`src/rtl/c_modm_ud_pkg.sv`:
```
// Shared clock-datapath constants: stage moduli, common width and
// saturate-mode encodings used by every counter stage.
package c_modm_ud_pkg;

  // Common stage width, wide enough for the largest stage modulus (60).
  localparam int CLK_WIDTH = 6;

  // Stage moduli. Seconds/minutes (60) are normally built as BCD/six pairs.
  localparam int MOD_SEG  = 60;
  localparam int MOD_HR24 = 24;
  localparam int MOD_BCD  = 10;
  localparam int MOD_SIX  = 6;

  // SATURATE encodings.
  localparam int SAT_WRAP = 0;
  localparam int SAT_HOLD = 1;

  // True when a modulus is usable at a given width: 2 <= m <= 2^w.
  function automatic bit modulo_ok(input int w, input int m);
    return (m >= 2) && (longint'(m) <= (longint'(1) << w));
  endfunction

endpackage

```
`src/rtl/c_modm_next.sv`:
```
// Combinational next-count and terminal-detect for one modulo-M stage.
module c_modm_next
  import c_modm_ud_pkg::*;
#(
  parameter int WIDTH    = 4,
  parameter int MODULO   = 6,
  parameter int SATURATE = SAT_WRAP
) (
  input  logic [WIDTH-1:0] salida_i,
  input  logic             up_i,
  output logic [WIDTH-1:0] nxt_o,
  output logic             tc_o
);

  // With MODULO = 2^WIDTH this is all-ones, so no wider arithmetic is needed.
  localparam logic [WIDTH-1:0] MAX_VAL = WIDTH'(MODULO - 1);
  localparam logic [WIDTH-1:0] ONE     = WIDTH'(1);
  localparam logic [WIDTH-1:0] ZERO    = '0;
  localparam bit               HOLD    = (SATURATE == SAT_HOLD);

  // Step one position in the selected direction, wrapping or holding at the ends.
  always_comb begin
    nxt_o = salida_i;
    tc_o  = 1'b0;
    if (up_i) begin
      tc_o = (salida_i == MAX_VAL);
      if (!tc_o)     nxt_o = salida_i + ONE;
      else if (HOLD) nxt_o = salida_i;
      else           nxt_o = ZERO;
    end else begin
      tc_o = (salida_i == ZERO);
      if (!tc_o)     nxt_o = salida_i - ONE;
      else if (HOLD) nxt_o = salida_i;
      else           nxt_o = MAX_VAL;
    end
  end

endmodule

```
`src/rtl/c_modm_ud.sv`:
```
// Modulo-M up/down stage counter with load, enable, saturate option,
// sticky out-of-range load flag and combinational cascade strobe.
module c_modm_ud
  import c_modm_ud_pkg::*;
#(
  parameter int WIDTH    = 4,
  parameter int MODULO   = 6,
  parameter int SATURATE = SAT_WRAP
) (
  input  logic             clk,
  input  logic             rst,
  input  logic             en,
  input  logic             up,
  input  logic             load,
  input  logic [WIDTH-1:0] load_val,
  output logic [WIDTH-1:0] salida,
  output logic             ya,
  output logic             err
);

  if (!modulo_ok(WIDTH, MODULO)) begin : g_bad_modulo
    $error("c_modm_ud: MODULO must satisfy 2 <= MODULO <= 2**WIDTH");
  end

  localparam logic [WIDTH-1:0] MAX_VAL = WIDTH'(MODULO - 1);

  logic [WIDTH-1:0] salida_q, salida_d;
  logic             err_q, err_d;
  logic [WIDTH-1:0] step_val;
  logic             tc;

  c_modm_next #(
    .WIDTH    (WIDTH),
    .MODULO   (MODULO),
    .SATURATE (SATURATE)
  ) u_next (
    .salida_i (salida_q),
    .up_i     (up),
    .nxt_o    (step_val),
    .tc_o     (tc)
  );

  // Load beats count beats hold; out-of-range loads clamp and latch the error.
  always_comb begin
    salida_d = salida_q;
    err_d    = err_q;
    if (load) begin
      if (load_val <= MAX_VAL) begin
        salida_d = load_val;
      end else begin
        salida_d = MAX_VAL;
        err_d    = 1'b1;
      end
    end else if (en) begin
      salida_d = step_val;
    end
  end

  // State registers with synchronous reset taking top priority.
  always_ff @(posedge clk) begin
    if (rst) begin
      salida_q <= '0;
      err_q    <= 1'b0;
    end else begin
      salida_q <= salida_d;
      err_q    <= err_d;
    end
  end

  // Cascade strobe is suppressed during load so the next stage stays put while setting time.
  assign ya     = en & ~load & ~rst & tc;
  assign salida = salida_q;
  assign err    = err_q;

endmodule

```
`config.mk`:
```
export PLATFORM = sky130hd
export DESIGN_NAME = c_modm_ud
export DESIGN_NICKNAME = d
export VERILOG_FILES = /design/src/rtl/c_modm_ud_pkg.sv /design/src/rtl/c_modm_next.sv /design/src/rtl/c_modm_ud.sv
export SDC_FILE = /design/constraint.sdc
export NUM_CORES = 1
export LEC_CHECK = 0
export BUFFER_PORTS_ARGS = -buffer_cell sky130_fd_sc_hd__buf_2
export CORE_AREA = 3 3 40 42
export DETAILED_ROUTE_END_ITERATION = 10
export DIE_AREA = 0 0 43 45
export SKIP_LAST_GASP = 1
export SLEW_MARGIN = 10
export SYNTH_ARGS = -nofsm -noshare
export SYNTH_HDL_FRONTEND = slang
export SYNTH_HIERARCHICAL = 1
export SYNTH_SLANG_ARGS = --single-unit
```
`constraint.sdc`:
```
create_clock -name clk -period 1.6 [get_ports clk]
set_input_delay 0.08 -clock clk [delete_from_list [all_inputs] [get_ports clk]]
set_output_delay 0.08 -clock clk [all_outputs]
set_load 0.02 [all_outputs]
```
==> results of run 1 <==
==> per-stage QoR <==
| step | cells | instance area, um^2 | worst slack (ps) | power, mW |
|---|---|---|---|---|
| 2_1_floorplan | 44 | 370 | 4.50 | 0.214 |
| 3_3_place_gp | 73 | 455 | 157 | 0.246 |
| 3_5_place_dp | 73 | 455 | 153 | 0.248 |
| 4_1_cts | 77 | 489 | 10.7 | 0.399 |
| 5_1_grt | 77 | 489 | -66.8 | 0.417 |
| 6_report | 77 | 489 | 35.2 | 0.394 |
==> metal layers <==
metal	global-route usage, %	vias up	share of wire (%)	routed length (um)
li1	-	194	-	-
met1	11.8	162	44	373
met2	16.5	14	45	386
met3	3.98	3	8.5	73
met4	7.23	0	2.5	21
met5	0	-	0	0
==> worst max-delay path by stage <==
| stage | to | slack, ps |
|---|---|---|
| 2_1_floorplan | salida[2] | 5 |
| 3_3_place_gp | salida[2] | 160 |
| 3_5_place_dp | salida[2] | 150 |
| 4_1_cts | ya | 10 |
| 5_1_grt | ya | -70 |
| 6_report | ya | 40 |
==> synth_stat cells <==
| library cell | instances |
|---|---|
| sky130_fd_sc_hd__dfxtp_1 | 5 |
| sky130_fd_sc_hd__mux2i_1 | 5 |
| sky130_fd_sc_hd__a21oi_1 | 4 |
| sky130_fd_sc_hd__nand2_1 | 4 |
| sky130_fd_sc_hd__nand3_1 | 3 |
| sky130_fd_sc_hd__nor2_1 | 3 |
| sky130_fd_sc_hd__inv_1 | 2 |
| sky130_fd_sc_hd__nor3_1 | 2 |
| sky130_fd_sc_hd__o21ai_0 | 2 |
| sky130_fd_sc_hd__a211oi_1 | 1 |
| sky130_fd_sc_hd__a21o_1 | 1 |
| sky130_fd_sc_hd__a21oi_2 | 1 |
| sky130_fd_sc_hd__a31o_1 | 1 |
| sky130_fd_sc_hd__buf_4 | 1 |
| sky130_fd_sc_hd__buf_6 | 1 |
| sky130_fd_sc_hd__mux2_4 | 1 |
| sky130_fd_sc_hd__nand2b_1 | 1 |
| sky130_fd_sc_hd__o31a_1 | 1 |
| sky130_fd_sc_hd__o32a_1 | 1 |
| sky130_fd_sc_hd__or3_1 | 1 |
| sky130_fd_sc_hd__or3_4 | 1 |
| sky130_fd_sc_hd__xnor2_1 | 1 |
| sky130_fd_sc_hd__xor2_1 | 1 |
==> state kept, by name (all words and copies together) (netlist names) <==
name,count
err,1
salida,4
==> cell type report <==
class	count	area (um^2)
Fill cell	143	796
Clock buffer	4	26.3
Inverter	2	7.51
Multi-Input combinational cell	35	249
Tap cell	15	18.8
Sequential cell	5	100
Timing Repair Buffer	16	87.6
==> critical path: cells and delay by family, from the launching register on <==
kind            cells  cell delay (ps)
compound gates      1              190
simple gates        3              550
buf+inv             1              160
flops               1              340
==> power by group <==
part	internal [mW]	switching (mW)	total, mW
Clock	0.0943	0.0519	0.146
Sequential	0.133	0.00744	0.140
Combinational	0.0519	0.0556	0.108
Total	0.279	0.115	0.394
==> cells by family after synthesis <==
group | share of synthesized area, %
XOR/XNOR | 4.80
buffers and inverters | 7.19
flip-flops | 27.4
AO/OA/AOI/OAI | 22.3
multiplexers | 17.8
AND/OR/NAND/NOR | 20.5
==> timing repair <==
action,CTS,global route
pin swaps,1,0
hold endpoints to repair,0,0
endpoints found under the setup margin,1,1
buffers inserted,0,0
hold buffers,0,0
cloned,0,0
gates resized for setup,2,0
==> results by group, run 1 <==
Outcome
  • Outcome: complete, no violations

STA
  • Max frequency: 639 MHz
  • Total setup violations reported at the end of the flow: 0
  • Layout Skew: approximately 1.1 ps
  • Hold Fails Final Rpt: 0
  • Worst relative slew slack: about 83%
  • Setup TNS: 0 ps
  • Worst hold slack: 59.4 ps
  • Worst slew pin tran: 255 ps
  • Final worst path period share: 97.8%
  • Post-layout minimum cycle time: 1560 ps
  • Unrepaired setup endpoints after global routing: yes
  • Final Slew Violations: 0

Min path
  • Worst Min Path Start: load_val[0]
  • Worst min path class: in2reg
  • Capture endpoint of the worst hold path: salida[0]
  • Worst hold path depth: 2

Pwr
  • Leakage power figure: 0.228 nW
  • Maximum vdd ir drop: 0.376 mV
  • Power density over cell area: 805 nW/um^2

Detailed routing
  • DR iter-0 viols: 12
  • Average wire length per cell after detail routing: 11.1 um
  • DRC violation count after routing: 0
  • Total wire length: 855 um
  • Number of search-and-repair iterations in the first detailed-routing pass: 4
  • Total number of vias: 373
  • Count of antenna-violating nets left after detailed routing: 0
  • Detailed-route vias per instance: 4.84

Synthesis
  • Fraction of synthesized cell area taken by the top area cell type: between 20% and 30%
  • Yosys warning count: 6
  • Instance count of the mapped netlist: 44
  • Number of distinct library cells after synthesis: 23
  • Netlist Area Pre-Place: 365 um^2
  • Biggest area contributors in the synthesized netlist: sky130_fd_sc_hd__dfxtp_1 27%, sky130_fd_sc_hd__mux2i_1 14%, sky130_fd_sc_hd__a21oi_1 5.5%
  • Net count of the mapped netlist: 53
  • Synth area leader: sky130_fd_sc_hd__dfxtp_1
  • Synthesized area divided by synthesized cell count: 8.30 um^2
  • Share of synthesized area occupied by flip-flops and latches: a little over a quarter
  • Synthesis-stage register bit count: 5

Clock tree
  • Total number of H-tree levels: 1
  • Number of buffers inserted during clock tree synthesis: 3
  • TritonCTS clock tree: yes
  • Worst-path clk slew: 40 ps
  • Clock Path Buffers: 2
  • Source-to-sink clock delay at the later pin of the worst-skew pair: 240 ps
  • Clock sink count: 5
  • Root buffer cell: sky130_fd_sc_hd__clkbuf_4

Worst setup path
  • Ordered list of cells on the worst path: or3_1, a211oi_2, nand2_1, nor3_2, buf_4
  • Slowest Stage Delay on Critical Path: 370 ps
  • Required time at the endpoint of the critical path: about 1500 ps
  • Endpoint arrival time on the critical path: 1480 ps
  • Critical register-to-register path startpoint: salida[1]
  • Critical path startpoint category: flop
  • Largest driver fanout on the critical path: 6
  • Category of the worst setup path capture point: output pin
  • R2R Path End: salida[2]
  • Flop2flop setup slack: 130 ps
  • Worst Reg-to-Reg Cells: 5
  • Crit path launch: salida[0]
  • CP Class: reg2out
  • Cell at the slowest stage of the critical path: sky130_fd_sc_hd__or3_1

GRT
  • Total global routing overflow: 0
  • Wire length of the first global-routing pass: 1460 um
  • Via count of the first global-routing pass: 344
  • Largest net degree at the start of global routing: 9
  • Total routing usage reported by global routing: 10.5%
  • Initial antenna violation count: 0

Finish
  • Area added between synthesis and finish: 33.9%
  • Share of layout cells above drive strength 1: 38.7%
  • Most used cells in the layout excluding fill and tap cells: 13 x sky130_fd_sc_hd__buf_2, 5 x sky130_fd_sc_hd__mux2i_1, 5 x sky130_fd_sc_hd__dfxtp_1, 4 x sky130_fd_sc_hd__nand2_1, 4 x sky130_fd_sc_hd__a21oi_1
  • Utilization after layout: 38.1%
  • Post-layout net count: roughly 70
  • Diode count: 0
  • Most common library cell in the layout ignoring fill and taps: sky130_fd_sc_hd__buf_2

Floorplan
  • Number of core rows: 13
  • Vert. Die Dim: about 45 um
  • Count of pins on the block boundary: 15
  • Core box area: 1280 um^2
  • Initial cell density of the core: approximately 28%
  • Die Area: about 1900 um^2
  • Chip width: 43 um

Run
  • Max-capacitance violation count: 0

Placed design
  • Post-DP HPWL: 677 um
  • PortBufs: 14
  • Routability Congestion: 0.662
(Power assumes the default switching activity.)
==> inputs of run 2 (changes only) <==
- CELL_PAD_IN_SITES_DETAIL_PLACEMENT: default -> 2
- CELL_PAD_IN_SITES_GLOBAL_PLACEMENT: default -> 2
- CORE_AREA: 3 3 40 42 -> default
- CORE_MARGIN: default -> 3
- CORE_UTILIZATION: default -> 23
- DIE_AREA: 0 0 43 45 -> default
- PLACE_DENSITY: default -> 0.71
==> run 2 against run 1 <==
Compared with the run above:
- sequential cell count did not move
- non-clock buffer count is the same
- worst hold slack improved by 8.5 ps
- combinational power up 5%
- sequential power barely moved
- sequential share of layout area is 0.39 points higher
- global-route usage increased by 2.9 points
- clock power decreased by 3%
- worst setup slack better by 7.8 ps
- clock skew hardly changed
- wire length up 28%
==> results by group, run 2 (synthesis results as in run 1) <==
Floorplan
  • Core box area: 1400 um^2 (+8.9%)
  • Initial cell density of the core: 26.1% (-2.3 points)
  • Die Area: 2100 um^2 (+8.7%)
  • Count of pins on the block boundary: 15 (unchanged)
  • Chip width: 45.9 um (+6.6%)
  • Vert. Die Dim: 45.9 um (+1.9%)
  • Number of core rows: 13 (unchanged)

Finish
  • Share of layout cells above drive strength 1: 41.9% (+3.2 points)
  • Design area: 498 um^2 (+1.8%)
  • Utilization after layout: 35.6% (-2.5 points)
  • Flip-flop count of the largest register, all copies and words added: 4 (unchanged)
  • Most used cells in the layout excluding fill and tap cells: 13 x sky130_fd_sc_hd__buf_2, 5 x sky130_fd_sc_hd__mux2i_1, 4 x sky130_fd_sc_hd__nand2_1, 4 x sky130_fd_sc_hd__a21oi_1, 4 x sky130_fd_sc_hd__dfxtp_1
  • Post-layout net count: 72 (unchanged)
  • Area taken by multi-input logic gates: 254 um^2 (+2.0%)
  • Diode count: 0 (unchanged)
  • Area added between synthesis and finish: 36.3%
  • Most common library cell in the layout ignoring fill and taps: sky130_fd_sc_hd__buf_2
  • Number of fill cells: 185 (+29%)
  • Combined flip-flop and latch cell area: 104 um^2 (+3.8%)

Detailed routing
  • DR iter-0 viols: 0 (-12)
  • Detailed-route vias per instance: 5.06 (+4.6%)
  • Number of search-and-repair iterations in the first detailed-routing pass: 1 (-3)
  • Count of antenna-violating nets left after detailed routing: 0 (unchanged)
  • Total wire length: 1100 um (+28%)
  • Total number of vias: 390 (+4.6%)
  • DRC violation count after routing: 0 (unchanged)
  • Average wire length per cell after detail routing: 14.3 um (+28%)

Clock tree
  • Total number of H-tree levels: 1 (unchanged)
  • Root buffer cell: sky130_fd_sc_hd__clkbuf_4
  • TritonCTS clock tree: yes
  • Number of buffers inserted during clock tree synthesis: 3 (unchanged)
  • Clock Path Buffers: 2 (unchanged)
  • Source-to-sink clock delay at the later pin of the worst-skew pair: 240 ps (about the same)
  • Total of hold buffers inserted after clock tree synthesis: 0 (unchanged)
  • Clock sink count: 5 (unchanged)
  • Worst-path clk slew: 40 ps (about the same)

GRT
  • Total global routing overflow: 0 (unchanged)
  • Largest net degree at the start of global routing: 9 (unchanged)
  • Initial antenna violation count: 0 (unchanged)
  • Wire length of the first global-routing pass: 1930 um (+32%)
  • Via count of the first global-routing pass: 422 (+23%)
  • Total routing usage reported by global routing: 13.4% (+2.9 points)

STA
  • Final Slew Violations: 0 (unchanged)
  • Worst slew pin tran: 280 ps (+25.5 ps)
  • Post-layout minimum cycle time: 1560 ps (-7.85 ps)
  • Total setup violations reported at the end of the flow: 0 (unchanged)
  • Final worst setup slack: 43.0 ps (+7.85 ps)
  • Worst relative slew slack: 81.3% (-1.7 points)
  • Layout Skew: 0.725 ps (-0.376 ps)
  • Unrepaired setup endpoints after global routing: yes
  • Max frequency: 642 MHz (+0.50%)
  • Hold Fails Final Rpt: 0 (unchanged)
  • Final worst path period share: 97.3% (-0.49 points)
  • Worst hold slack: 67.9 ps (+8.47 ps)

Worst setup path
  • Ordered list of cells on the worst path: or3_4, a211oi_2, nand2_1, nor3_2, buf_4
  • Slowest Stage Delay on Critical Path: 370 ps (about the same)
  • Required time at the endpoint of the critical path: 1520 ps (about the same)
  • Largest driver fanout on the critical path: 6 (unchanged)
  • Endpoint arrival time on the critical path: 1480 ps (about the same)
  • Category of the worst setup path capture point: output pin
  • Critical path startpoint category: flop
  • Cell at the slowest stage of the critical path: sky130_fd_sc_hd__or3_4
  • CP Class: reg2out

Placed design
  • PortBufs: 14 (unchanged)
  • Post-place setup slack: 97.3 ps (-55.9 ps)
  • Total placed instance area: 455 um^2 (unchanged)
  • Post-DP HPWL: 907 um (+34%)
  • Routability Congestion: 0.744 (+12%)

Pwr
  • P_sw: 0.115 mW (+0.17%)
  • Fraction of power consumed by combinational cells: 28.6% (+1.3 points)
  • Total internal power: 0.281 mW (+0.59%)
  • Clock power frac: 35.7% (-1.4 points)
  • Switching share of power: 29.1% (-0.086 points)
  • Power Total: 0.396 mW (+0.47%)
  • Maximum vdd ir drop: 0.359 mV (-4.4%)
  • Leakage power figure: 0.230 nW (+0.71%)
  • Relative contribution of sequential cells to total power: 35.7% (about the same)
  • Power density over cell area: 795 nW/um^2 (-1.3%)

Min path
  • Worst min path class: in2reg

Run
  • Max-capacitance violation count: 0 (unchanged)

Outcome
  • Outcome: complete, no violations
==> run 2: changes by cell type in the layout (fill, tap and decap cells not counted) <==
cell,delta
sky130_fd_sc_hd__or3_4,+1
sky130_fd_sc_hd__dfxtp_4,+1
sky130_fd_sc_hd__dfxtp_1,-1
sky130_fd_sc_hd__or3_1,-1
==> run 2: layer usage <==
layer  GRT usage [%]  vias up  wire, um  share of wire (%)
met4            8.52        0        14                1.3
met1            15.4      183       456                 42
met5               0        -         0                  0
met2            21.4       11       562                 51
met3            3.56        2        65                5.9
li1                -      194         -                  -
==> run 2: metrics by stage <==
stage | TNS [ps] | std cells
after global placement | 0 | 73
after floorplan | 0 | 44
final | 0 | 77
after CTS | 0 | 77
after detailed placement | 0 | 73
after global routing | -61.5 | 77
==> run 2: cell type report <==
type | count | area share [%]
clock buffers | 4 | 5.28
inverters | 2 | 1.51
multi-input cells | 35 | 51.0
flip-flops and latches | 5 | 20.9
well taps | 15 | 3.77
repair buffers | 16 | 17.6
==> run 2: worst max-delay path: cells and delay by family (launching register included) <==
| kind | cells | cell delay, ps |
|---|---|---|
| and+or+nand+nor | 3 | 550 |
| AOI/OAI and AO/OA | 1 | 180 |
| DFF | 1 | 350 |
| buffers and inverters | 1 | 160 |
==> run 2: worst paths after layout <==
check             cells after the start        end  slack (ps)        start
setup / recovery                      5         ya          40    salida[0]
hold / removal                        2  salida[0]          70  load_val[0]
setup reg to reg                      5  salida[2]          90    salida[1]
hold reg to reg                       2        err         470          err
==> run 2: what timing repair did <==
item | 4_1_cts | 5_1_grt
cloned | 0 | 0
resized for setup | 5 | 0
endpoints found under the setup margin | 1 | 1
pin swaps | 2 | 0
setup buffers | 0 | 0
==> run 2: power by group through the flow <==
| stage | Clock (mW) | Combinational [mW] | Sequential [mW] |
|---|---|---|---|
| global route | 0.160 | 0.126 | 0.143 |
| CTS | 0.149 | 0.115 | 0.142 |
| detailed placement | 0 | 0.111 | 0.143 |
| floorplan | 0 | 0.0615 | 0.153 |
| finish | 0.141 | 0.113 | 0.141 |
| global placement | 0 | 0.106 | 0.142 |
